**src/rtl/riscv_writeback_unit.sv**
```systemverilog
// rtl/riscv_writeback_unit.sv - RV64 writeback stage: load wait/extract and registered register-bank write port
module riscv_writeback_unit #(
    parameter int XLEN         = 64,
    parameter int LOAD_TIMEOUT = 15
) (
    input  logic            clk,
    input  logic            rst,
    input  logic            mem_valid,
    output logic            mem_ready,
    input  logic            mem_reg_write,
    input  logic            mem_to_reg,
    input  logic [4:0]      mem_rd,
    input  logic [2:0]      mem_funct3,
    input  logic [XLEN-1:0] mem_alu_result,
    input  logic            load_valid,
    input  logic [XLEN-1:0] load_data,
    output logic            rf_write_en,
    output logic [4:0]      rf_write_addr,
    output logic [XLEN-1:0] rf_write_data,
    output logic            fwd_valid,
    output logic [4:0]      fwd_rd,
    output logic [XLEN-1:0] fwd_data,
    output logic            load_error,
    output logic            load_timeout
);
    typedef enum logic {IDLE, WAIT_LOAD} state_t;
    localparam int CW = $clog2(LOAD_TIMEOUT + 1);

    state_t          state, state_next;
    logic [CW-1:0]   cnt, cnt_next;
    logic [4:0]      ld_rd;
    logic [2:0]      ld_funct3, ld_off;
    logic            ld_wr;
    logic            wr_en_next, err_next, to_next;
    logic [4:0]      wr_addr_next;
    logic [XLEN-1:0] wr_data_next, shifted, extracted;
    logic            illegal;
    logic [2:0]      off;

    assign mem_ready = (state == IDLE);
    assign off       = mem_alu_result[2:0];

    assign illegal = (mem_funct3 == 3'b111)
                  || (mem_funct3[1:0] == 2'b01 && off[0])
                  || (mem_funct3[1:0] == 2'b10 && off[1:0] != 2'b00)
                  || (mem_funct3[1:0] == 2'b11 && off != 3'b000);

    // Bring the addressed byte lane down to bit 0, then size and extend
    assign shifted = load_data >> {ld_off, 3'b000};

    always_comb begin
        extracted = '0;
        case (ld_funct3)
            3'b000:  extracted = {{(XLEN-8){shifted[7]}}, shifted[7:0]};
            3'b001:  extracted = {{(XLEN-16){shifted[15]}}, shifted[15:0]};
            3'b010:  extracted = {{(XLEN-32){shifted[31]}}, shifted[31:0]};
            3'b011:  extracted = shifted;
            3'b100:  extracted = {{(XLEN-8){1'b0}}, shifted[7:0]};
            3'b101:  extracted = {{(XLEN-16){1'b0}}, shifted[15:0]};
            3'b110:  extracted = {{(XLEN-32){1'b0}}, shifted[31:0]};
            default: extracted = '0;
        endcase
    end

    always_comb begin
        state_next   = state;
        cnt_next     = cnt;
        wr_en_next   = 1'b0;
        wr_addr_next = rf_write_addr;
        wr_data_next = rf_write_data;
        err_next     = 1'b0;
        to_next      = 1'b0;
        case (state)
            IDLE: begin
                if (mem_valid) begin
                    if (!mem_to_reg) begin
                        wr_en_next = mem_reg_write && (mem_rd != 5'd0);
                        if (wr_en_next) begin
                            wr_addr_next = mem_rd;
                            wr_data_next = mem_alu_result;
                        end
                    end else if (illegal) begin
                        err_next = 1'b1;
                    end else begin
                        state_next = WAIT_LOAD;
                        cnt_next   = '0;
                    end
                end
            end
            WAIT_LOAD: begin
                // Returned data takes priority over an expiring timeout
                if (load_valid) begin
                    wr_en_next = ld_wr && (ld_rd != 5'd0);
                    if (wr_en_next) begin
                        wr_addr_next = ld_rd;
                        wr_data_next = extracted;
                    end
                    state_next = IDLE;
                end else if (cnt == CW'(LOAD_TIMEOUT - 1)) begin
                    to_next    = 1'b1;
                    state_next = IDLE;
                end else begin
                    cnt_next = cnt + 1'b1;
                end
            end
            default: state_next = IDLE;
        endcase
    end

    always_ff @(posedge clk) begin
        if (rst) begin
            state         <= IDLE;
            cnt           <= '0;
            ld_rd         <= '0;
            ld_funct3     <= '0;
            ld_off        <= '0;
            ld_wr         <= 1'b0;
            rf_write_en   <= 1'b0;
            rf_write_addr <= '0;
            rf_write_data <= '0;
            load_error    <= 1'b0;
            load_timeout  <= 1'b0;
        end else begin
            state         <= state_next;
            cnt           <= cnt_next;
            rf_write_en   <= wr_en_next;
            rf_write_addr <= wr_addr_next;
            rf_write_data <= wr_data_next;
            load_error    <= err_next;
            load_timeout  <= to_next;
            if (state == IDLE && mem_valid && mem_to_reg) begin
                ld_rd     <= mem_rd;
                ld_funct3 <= mem_funct3;
                ld_off    <= off;
                ld_wr     <= mem_reg_write;
            end
        end
    end

    assign fwd_valid = rf_write_en;
    assign fwd_rd    = rf_write_addr;
    assign fwd_data  = rf_write_data;
endmodule

```
**config.mk**
```make
export PLATFORM = sky130hd
export DESIGN_NAME = riscv_writeback_unit
export DESIGN_NICKNAME = d
export VERILOG_FILES = /design/src/rtl/riscv_writeback_unit.sv
export SDC_FILE = /design/constraint.sdc
export NUM_CORES = 1
export LEC_CHECK = 0
export ABC_AREA = 1
export CORE_ASPECT_RATIO = 0.6
export CORE_MARGIN = 2
export CORE_UTILIZATION = 44
export DETAILED_ROUTE_END_ITERATION = 10
export HOLD_SLACK_MARGIN = 0.1
export PLACE_DENSITY_LB_ADDON = 0.15
export SYNTH_ARGS = -nofsm -noshare
export SYNTH_HDL_FRONTEND = slang
export SYNTH_SLANG_ARGS = --single-unit
```
**constraint.sdc**
```tcl
create_clock -name clk -period 1.6 [get_ports clk]
set_input_delay 0.24 -clock clk [delete_from_list [all_inputs] [get_ports clk]]
set_output_delay 0.24 -clock clk [all_outputs]
set_load 0.1 [all_outputs]
```
==> flow_metrics.env, run 1 <==
export IMPL_status="finished, violations left"
export IMPL_violations="setup timing"
export IMPL_gp_congestion=1.01
export IMPL_final_layout_size_suffix_gt1_share_pct=36.0
export IMPL_dpl_hpwl_um=22200
export IMPL_worstPathRequired_ns=1.87
export IMPL_cp_max_fo=17
export IMPL_n_antenna_cell=0
export IMPL_root_buffer="clkbuf_16"
export IMPL_critPathArrivalTime_ns=1.99
export IMPL_htreeDepth=3
export IMPL_via_count=8743
export IMPL_fp_coreArea_mm2=0.0146
export IMPL_met1_usage_pct=47.6
export IMPL_cts_buffers=9
export IMPL_fin_skew_ns=0.0149
export IMPL_postRouteAntennaNets=0
export IMPL_hold_buffers=0
export IMPL_gr_max_usage_layer="met2"
export IMPL_cap_viol_max_count=0
export IMPL_power_density_mw_per_mm2=785
export IMPL_insertion_delay_ns=0.35
export IMPL_wl_per_cell_um=20.0
export IMPL_cts_path_max_buffers=2
export IMPL_rsz0062_at_grt="true"
export IMPL_clock_sinks=89
export IMPL_drt_iter0_markers=1181
export IMPL_period_minus_slack_ns=1.72
export IMPL_seq_area_frac_synth_pct=26.9
export IMPL_layout_commonest_cell="nand2_1"
export IMPL_fin_util_pct=83.4
export IMPL_clk_pin_slew_ns=0.08
export IMPL_drt_wl_total_um=30000
export IMPL_syn_num_nets=1179
export IMPL_synth_enable_flop_cells=0
export IMPL_die_area_mm2=0.0161
export IMPL_dp_cells=1474
export IMPL_netlist_cell_type_count=37
export IMPL_grt_pass1_vias=8046
export IMPL_ys_ff_latch=89
export IMPL_portBuffers=284
export IMPL_final_cell_mix="nand2_1, buf_12, clkdlybuf4s50_1"
export IMPL_grt_max_degree=53
export IMPL_critPathCaptureType="register"
export IMPL_ys_flop_type="dfxtp_1"
export IMPL_syn_area_mm2=0.00663
export IMPL_fin_cells=1503
export IMPL_period_share_pct=107
export IMPL_relSlewSlack_pct=57.1
export IMPL_reg2reg_depth=11
export IMPL_ys_warnings_count=0
export IMPL_async_reset_ff_share_pct=0
export IMPL_grt_overflow=0
export IMPL_initial_core_util_pct=45.5
export IMPL_fmax_mhz=582
export IMPL_track_usage_pct=35.1
export IMPL_tritoncts="yes"
export IMPL_worstMarginPinSlew_ns=0.642
export IMPL_start_kind="register"
export IMPL_grt_util_met2_pct=54.3
export IMPL_area_growth_pct=83.3
export IMPL_worst_slack_ns=-0.120
export IMPL_drc=0
export IMPL_leakagePower_uw=0.00504
export IMPL_drt_vias_per_instance=5.82
export IMPL_antenna_found_initial=0
export IMPL_syn_area_per_cell_um2=6.41
export IMPL_die_h_um=99.1
export IMPL_path_class="reg -> reg"
export IMPL_hold_ws_ns=0.477
export IMPL_max_vdd_ir_drop_uv=515
export IMPL_finalMaxSlewViolations=0
export IMPL_die_x_um=163
export IMPL_nets=1444
export IMPL_hold_depth=1
export IMPL_dr_pass1_iters=7
export IMPL_setup_violations=57
export IMPL_row_count=34
export IMPL_grt_pass1_wl_um=44600
export IMPL_ios=285
export IMPL_use_met3_pct=11.2
export IMPL_hp_class="reg -> reg"
export IMPL_syn_inst=1035
export IMPL_hold_viol=0
-- cell usage after synthesis (10+ instances only) --
cell / instances / area [um2]
clkbuf_1: 25 / 93.8
buf_4: 80 / 601
nand4_1: 40 / 250
a21oi_1: 94 / 470
nor2_1: 27 / 101
o21ai_0: 133 / 666
dfxtp_1: 89 / 1780
inv_1: 25 / 93.8
o211ai_1: 15 / 113
buf_6: 17 / 191
a21oi_2: 10 / 87.6
nand3_1: 54 / 270
buf_2: 29 / 145
nand2_1: 284 / 1070
o21ai_1: 52 / 260
-- critical path, cell delays in order, from the launching register on --
cell	delay (ns)
dfxtp_4	0.38
inv_8	0.11
buf_12	0.14
nand2_1	0.07
nand3_2	0.07
nand2_1	0.06
nand2_2	0.10
nand3_4	0.16
buf_12	0.20
nand4_1	0.12
nand2_1	0.09
a21oi_2	0.15
-- cell type report --
cell class | instances | area [um2]
sequential | 89 | 1880
multi-input combinational | 761 | 4050
fill | 886 | 2430
clock buffer | 10 | 239
clock inverter | 6 | 72.6
tap | 198 | 248
inverter | 31 | 129
timing repair buffer | 408 | 5550
-- registers in the layout, summed over array words and instances (netlist names) --
name          cells
ld_off            3
ld_rd             5
fwd_rd            5
state             1
ld_funct3         3
fwd_valid         1
ld_wr             1
load_error        1
load_timeout      1
cnt               4
fwd_data         64
-- layer usage --
metal  up-vias  wire length, um
li1       4003                -
met1      4050            12000
met2       614            13500
met3        76             3770
met4         0              775
met5         -                0
-- worst paths after layout --
path	start	end	slack, ns
max	ld_off[0]	fwd_data[63]	-0.12
min	cnt[0]	cnt[0]	0.48
max reg2reg	ld_off[0]	fwd_data[63]	-0.12
min reg2reg	cnt[0]	cnt[0]	0.48
-- power breakdown --
part / switching [uW] / internal [uW] / total (uW)
Combinational: 2840 / 1880 / 4720
Clock: 970 / 1270 / 2240
Sequential: 228 / 2360 / 2590
-- what timing repair did --
action / 4_1_cts / 5_1_grt
gates cloned: 2 / 5
buffers inserted: 3 / 4
setup endpoints to repair: 56 / 68
pin swaps: 10 / 24
gates resized for setup: 41 / 96
endpoints found under the hold margin: 0 / 0
-- through the flow --
stage / total power [uW] / setup TNS (ns) / setup WS, ns / cell area, um2
finish: 9550 / -3.58 / -0.120 / 12200
global route: 9850 / -6.98 / -0.180 / 12200
CTS: 9180 / -0.278 / -0.0516 / 11700
detailed placement: 6890 / -17.57 / -0.343 / 11100
global placement: 6850 / -14.16 / -0.295 / 11100
floorplan: 5160 / 0 / 0.00377 / 6720
-- cells by family after synthesis --
family          Yosys count  share of synthesized area (%)
simple gates            435                           29.0
compound gates          324                           26.3
buf+inv                 185                           17.5
flops                    89                           26.9
fa+ha+maj                 2                          0.377
Note: power is estimated with default switching activity, not from simulation.
==> run 2, diff against run 1 <==
--- a/config.mk
+++ b/config.mk
@@ -7,8 +7,8 @@
 export LEC_CHECK = 0
 export ABC_AREA = 1
 export CORE_ASPECT_RATIO = 0.6
-export CORE_MARGIN = 2
 export CORE_UTILIZATION = 44
+export CTS_CLUSTER_SIZE = 24
 export DETAILED_ROUTE_END_ITERATION = 10
 export HOLD_SLACK_MARGIN = 0.1
 export PLACE_DENSITY_LB_ADDON = 0.15
==> run 2 against run 1 <==
Net effect:
- the run still ends with setup timing left
- via count up 2.9%
- maximum frequency down 6.6%
- sequential share of layout area down 0.28 points
- flip-flop and latch count unchanged
- final area up 1.7%
- register-to-register slack worse by 0.12 ns
- routed wire length up 4.7%
- setup slack worse by 0.12 ns
- largest cell class unchanged
==> flow_metrics.env, run 2 (same netlist as run 1, synthesis figures left out) <==
export IMPL_initial_core_util_pct=45.5
export IMPL_hold_buffers=0
export IMPL_fp_coreArea_mm2=0.0146
export IMPL_htreeDepth=3
export IMPL_cap_viol_max_count=0
export IMPL_crit_family="buffers and inverters"
export IMPL_grt_pass1_wl_um=47200
export IMPL_max_vdd_ir_drop_uv=721
export IMPL_clock_sinks=89
export IMPL_cp_cell_sequence="inv_4 > buf_12 > buf_12 > nand2_4 > nand3_4 > nand3_4 > nand3_4 > buf_12 > buf_12 > nand4_1 > nand2_1 > a21oi_2"
export IMPL_via_count=9000
export IMPL_rsz0062_at_grt="true"
export IMPL_grt_overflow=0
export IMPL_clk_pin_slew_ns=0.08
export IMPL_hold_viol=0
export IMPL_period_share_pct=115
export IMPL_relSlewSlack_pct=59.3
export IMPL_critPathCaptureType="register"
export IMPL_start_kind="register"
export IMPL_path_buf_inv=5
export IMPL_drt_wl_total_um=31400
export IMPL_crit_top_cell="buf_12"
export IMPL_dr_pass1_iters=7
export IMPL_leakagePower_uw=0.00510
export IMPL_critPathArrivalTime_ns=2.11
export IMPL_drt_iter0_markers=1292
export IMPL_track_usage_pct=38.7
export IMPL_final_cell_mix="nand2_1, buf_12, clkdlybuf4s50_1"
export IMPL_worstMarginPinSlew_ns=0.611
export IMPL_die_area_mm2=0.0156
export IMPL_layout_commonest_cell="nand2_1"
export IMPL_worst_slack_ns=-0.242
export IMPL_grt_max_degree=58
export IMPL_area_growth_pct=86.5
export IMPL_dpl_hpwl_um=22300
export IMPL_nets=1450
export IMPL_hp_class="reg -> reg"
export IMPL_cts_path_max_buffers=2
export IMPL_fmax_mhz=543
export IMPL_fin_area_mm2=0.0124
export IMPL_status="finished, violations left"
export IMPL_die_x_um=161
export IMPL_antenna_found_initial=1
export IMPL_tritoncts="yes"
export IMPL_ios=285
export IMPL_detailed_place_area_mm2=0.0112
export IMPL_finalMaxSlewViolations=0
export IMPL_worstPathRequired_ns=1.87
export IMPL_wl_per_cell_um=20.8
export IMPL_root_buffer="clkbuf_16"
export IMPL_row_count=34
export IMPL_crit_slowest_cell="dfxtp_4"
export IMPL_violations="setup timing"
export IMPL_insertion_delay_ns=0.36
export IMPL_path_class="reg -> reg"
export IMPL_setup_violations=60
export IMPL_cp_max_fo=8
export IMPL_setup_tns_ns=-7.74
export IMPL_portBuffers=284
export IMPL_postRouteAntennaNets=0
export IMPL_largest_register_ffs=64
export IMPL_cts_buffers=9
export IMPL_drt_vias_per_instance=5.96
export IMPL_power_density_mw_per_mm2=784
export IMPL_period_minus_slack_ns=1.84
export IMPL_slowest_delay_ns=0.37
export IMPL_final_layout_size_suffix_gt1_share_pct=37.8
export IMPL_gp_congestion=1.03
export IMPL_grt_pass1_vias=8221
export IMPL_drc=0
export IMPL_fin_skew_ns=0.0182
export IMPL_die_h_um=97.1
## run 2: final cells by class
type,count,area [um2]
antenna,1,2.50
multi-input combinational,761,4190
sequential,89,1870
clock inverter,6,57.6
inverter,31,133
tap,198,248
timing repair buffer,414,5630
clock buffer,10,239
fill,819,2220
## run 2: routing by layer
metal  share of wire (%)  track usage, %  wire length [um]
met5                   0               0                 0
met4                 2.7            10.8               848
met1                  39            51.0             12200
met2                  45            60.7             14300
met3                  13            12.0              4100
## run 2: worst paths after layout
check | start | endpoint | slack [ns] | cells past startpoint
worst max-delay path | ld_off[0] | fwd_data[40] | -0.24 | 12
worst min-delay path | ld_rd[2] | ld_rd[2] | 0.49 | 2
worst max register to register | ld_off[0] | fwd_data[40] | -0.24 | 12
worst min register to register | ld_rd[2] | ld_rd[2] | 0.49 | 2
## run 2: power breakdown
part / leakage [uW] / internal, uW / switching, uW
Combinational: 0.00419 / 1960 / 2940
Sequential: 0.000758 / 2360 / 229
Clock: 0.000148 / 1140 / 1070
Total: 0.00510 / 5460 / 4240
## run 2: what timing repair did
item	4_1_cts	5_1_grt
setup endpoints to repair	55	67
gates cloned	6	1
pin swaps	39	38
resized for setup	81	86
buffers inserted	17	8
## run 2: tightest hold or removal path, stage by stage (launching register included)
cell and delay (ns):
dfxtp_1 0.33, nand2_1 0.07, a21oi_1 0.05
## run 2: through the flow
stage / total power (uW) / cells / setup WS, ns / util, % / hold slack (ns)
4_1_cts: 9370 / 1504 / -0.123 / 82.6 / 0.489
2_1_floorplan: 5160 / 1035 / 0.00377 / - / 0.318
5_1_grt: 9960 / 1509 / -0.318 / 84.8 / 0.515
6_report: 9700 / 1510 / -0.242 / 84.8 / 0.491
3_5_place_dp: 6920 / 1466 / -0.378 / 76.5 / 0.469
3_3_place_gp: 6870 / 1466 / -0.310 / 76.5 / 0.450
==> run 3, diff against run 2 <==
--- a/config.mk
+++ b/config.mk
@@ -11,6 +11,7 @@
 export CTS_CLUSTER_SIZE = 24
 export DETAILED_ROUTE_END_ITERATION = 10
 export HOLD_SLACK_MARGIN = 0.1
+export MAX_ROUTING_LAYER = met4
 export PLACE_DENSITY_LB_ADDON = 0.15
 export SYNTH_ARGS = -nofsm -noshare
 export SYNTH_HDL_FRONTEND = slang
==> run 3 against run 2 <==
Net effect:
- the flow still finishes with violations (setup timing)
- sequential share of layout area grew 0.28 points
- setup slack improved by 0.052 ns
- routed wire length is 3.8% lower
- largest power group unchanged
- global-route usage shrank 1.4 points
- critical path type unchanged
- sequential power barely moved
- register-to-register slack gained 0.05 ns
- hold slack worse by 0.0031 ns
- final area down 1.8%
==> flow_metrics.env, run 3 (same netlist as run 1, synthesis figures left out) <==
export IMPL_status="finished, violations left"
export IMPL_violations="setup timing"
export IMPL_grt_max_degree=79
export IMPL_wl_per_cell_um=20.2
export IMPL_root_buffer="clkbuf_16"
export IMPL_hold_viol=0
export IMPL_period_minus_slack_ns=1.79
export IMPL_cts_buffers=9
export IMPL_worstMarginPinSlew_ns=0.604
export IMPL_leakagePower_uw=0.00500
export IMPL_dr_pass1_iters=8
export IMPL_fill_cells=830
export IMPL_rsz0062_at_grt="true"
export IMPL_via_count=8669
export IMPL_fin_area_mm2=0.0122
export IMPL_initial_core_util_pct=45.5
export IMPL_finalMaxSlewViolations=0
export IMPL_path_class="reg -> reg"
export IMPL_drc=0
export IMPL_ios=285
export IMPL_layout_commonest_cell="nand2_1"
export IMPL_die_area_mm2=0.0156
export IMPL_hold_buffers=0
export IMPL_die_x_um=161
export IMPL_grt_overflow=0
export IMPL_reg2reg_depth=10
export IMPL_detailed_place_area_mm2=0.0112
export IMPL_worst_slack_ns=-0.190
export IMPL_dpl_hpwl_um=22200
export IMPL_cap_viol_max_count=0
export IMPL_insertion_delay_ns=0.35
export IMPL_area_growth_pct=83.3
export IMPL_regToRegSetupSlack_ns=-0.19
export IMPL_hp_class="reg -> reg"
export IMPL_die_h_um=97.1
export IMPL_drt_iter0_markers=1158
export IMPL_gp_congestion=1.02
export IMPL_postRouteAntennaNets=0
export IMPL_antenna_found_initial=1
export IMPL_period_share_pct=112
export IMPL_cts_path_max_buffers=2
export IMPL_power_density_mw_per_mm2=781
export IMPL_power_uw=9500
export IMPL_htreeDepth=3
export IMPL_critPathCaptureType="register"
export IMPL_largest_register_ffs=64
export IMPL_max_vdd_ir_drop_uv=523
export IMPL_worstPathRequired_ns=1.87
export IMPL_final_cell_mix="nand2_1, buf_12, clkdlybuf4s50_1"
export IMPL_dp_cells=1466
export IMPL_setup_violations=56
export IMPL_start_kind="register"
export IMPL_critPathArrivalTime_ns=2.06
export IMPL_hold_ws_ns=0.488
export IMPL_portBuffers=284
export IMPL_clk_pin_slew_ns=0.08
export IMPL_grt_pass1_wl_um=44700
export IMPL_drt_vias_per_instance=5.80
export IMPL_final_layout_size_suffix_gt1_share_pct=36.3
export IMPL_hold_depth=2
export IMPL_fp_coreArea_mm2=0.0146
export IMPL_tritoncts="yes"
export IMPL_drt_wl_total_um=30200
export IMPL_fin_cells=1494
export IMPL_cp_max_fo=13
export IMPL_fin_skew_ns=0.0147
export IMPL_grt_pass1_vias=7900
export IMPL_relSlewSlack_pct=59.7
export IMPL_fmax_mhz=559
export IMPL_row_count=34
export IMPL_nets=1434
export IMPL_clock_sinks=89
export IMPL_track_usage_pct=37.3
## run 3: critical path, cell delays in order (launching register included)
cell and delay [ns]:
dfxtp_4 0.40, buf_12 0.15, nand2_1 0.09, nand3_1 0.09, nand2_1 0.06, nand2_2 0.09, nand3_4 0.20, clkbuf_16 0.24
nand4_1 0.12, nand2_1 0.10, a21oi_2 0.17
## run 3: what timing repair did
item / in CTS / in global routing
pin swaps: 4 / 19
resized for setup: 41 / 82
gates cloned: 0 / 8
setup endpoints to repair: 58 / 69
buffers inserted: 1 / 2
## run 3: area by class of cell
class | instances | area (um2) | area share [%]
diodes | 1 | 2.50 | 0.0206
well taps | 198 | 248 | 2.04
clock buffers | 10 | 229 | 1.88
repair buffers | 398 | 5530 | 45.5
clock inverters | 6 | 75.1 | 0.618
multi-input cells | 761 | 4070 | 33.5
inverters | 31 | 129 | 1.06
flip-flops and latches | 89 | 1880 | 15.4
## run 3: power by group
part / switching [uW] / internal, uW / total (uW)
Clock: 981 / 1240 / 2220
Sequential: 233 / 2360 / 2590
Combinational: 2820 / 1870 / 4690
Total: 4040 / 5460 / 9500
## run 3: final timing paths
kind,endpoint,start
setup / recovery,fwd_data[42],ld_off[0]
hold / removal,ld_rd[3],ld_rd[3]
setup reg to reg,fwd_data[42],ld_off[0]
hold reg to reg,ld_rd[3],ld_rd[3]
## run 3: metrics by stage
step           setup slack, ns  utilization (%)  TNS (ns)
6_report                -0.190             83.3     -5.13
5_1_grt                 -0.225             83.3     -8.99
4_1_cts                -0.0758             79.8    -0.824
3_5_place_dp            -0.405             76.8    -19.79
3_3_place_gp            -0.295             76.8    -15.94
2_1_floorplan          0.00377                -         0
## run 3: per-layer routing
metal | track usage [%] | vias to the layer above | routed length, um | part of all wire, %
met5 | - | - | 0 | 0
met4 | 6.08 | 0 | 606 | 2.0
met3 | 11.0 | 58 | 3640 | 12
met2 | 56.9 | 593 | 13400 | 44
met1 | 49.3 | 4038 | 12600 | 42
li1 | - | 3980 | - | -
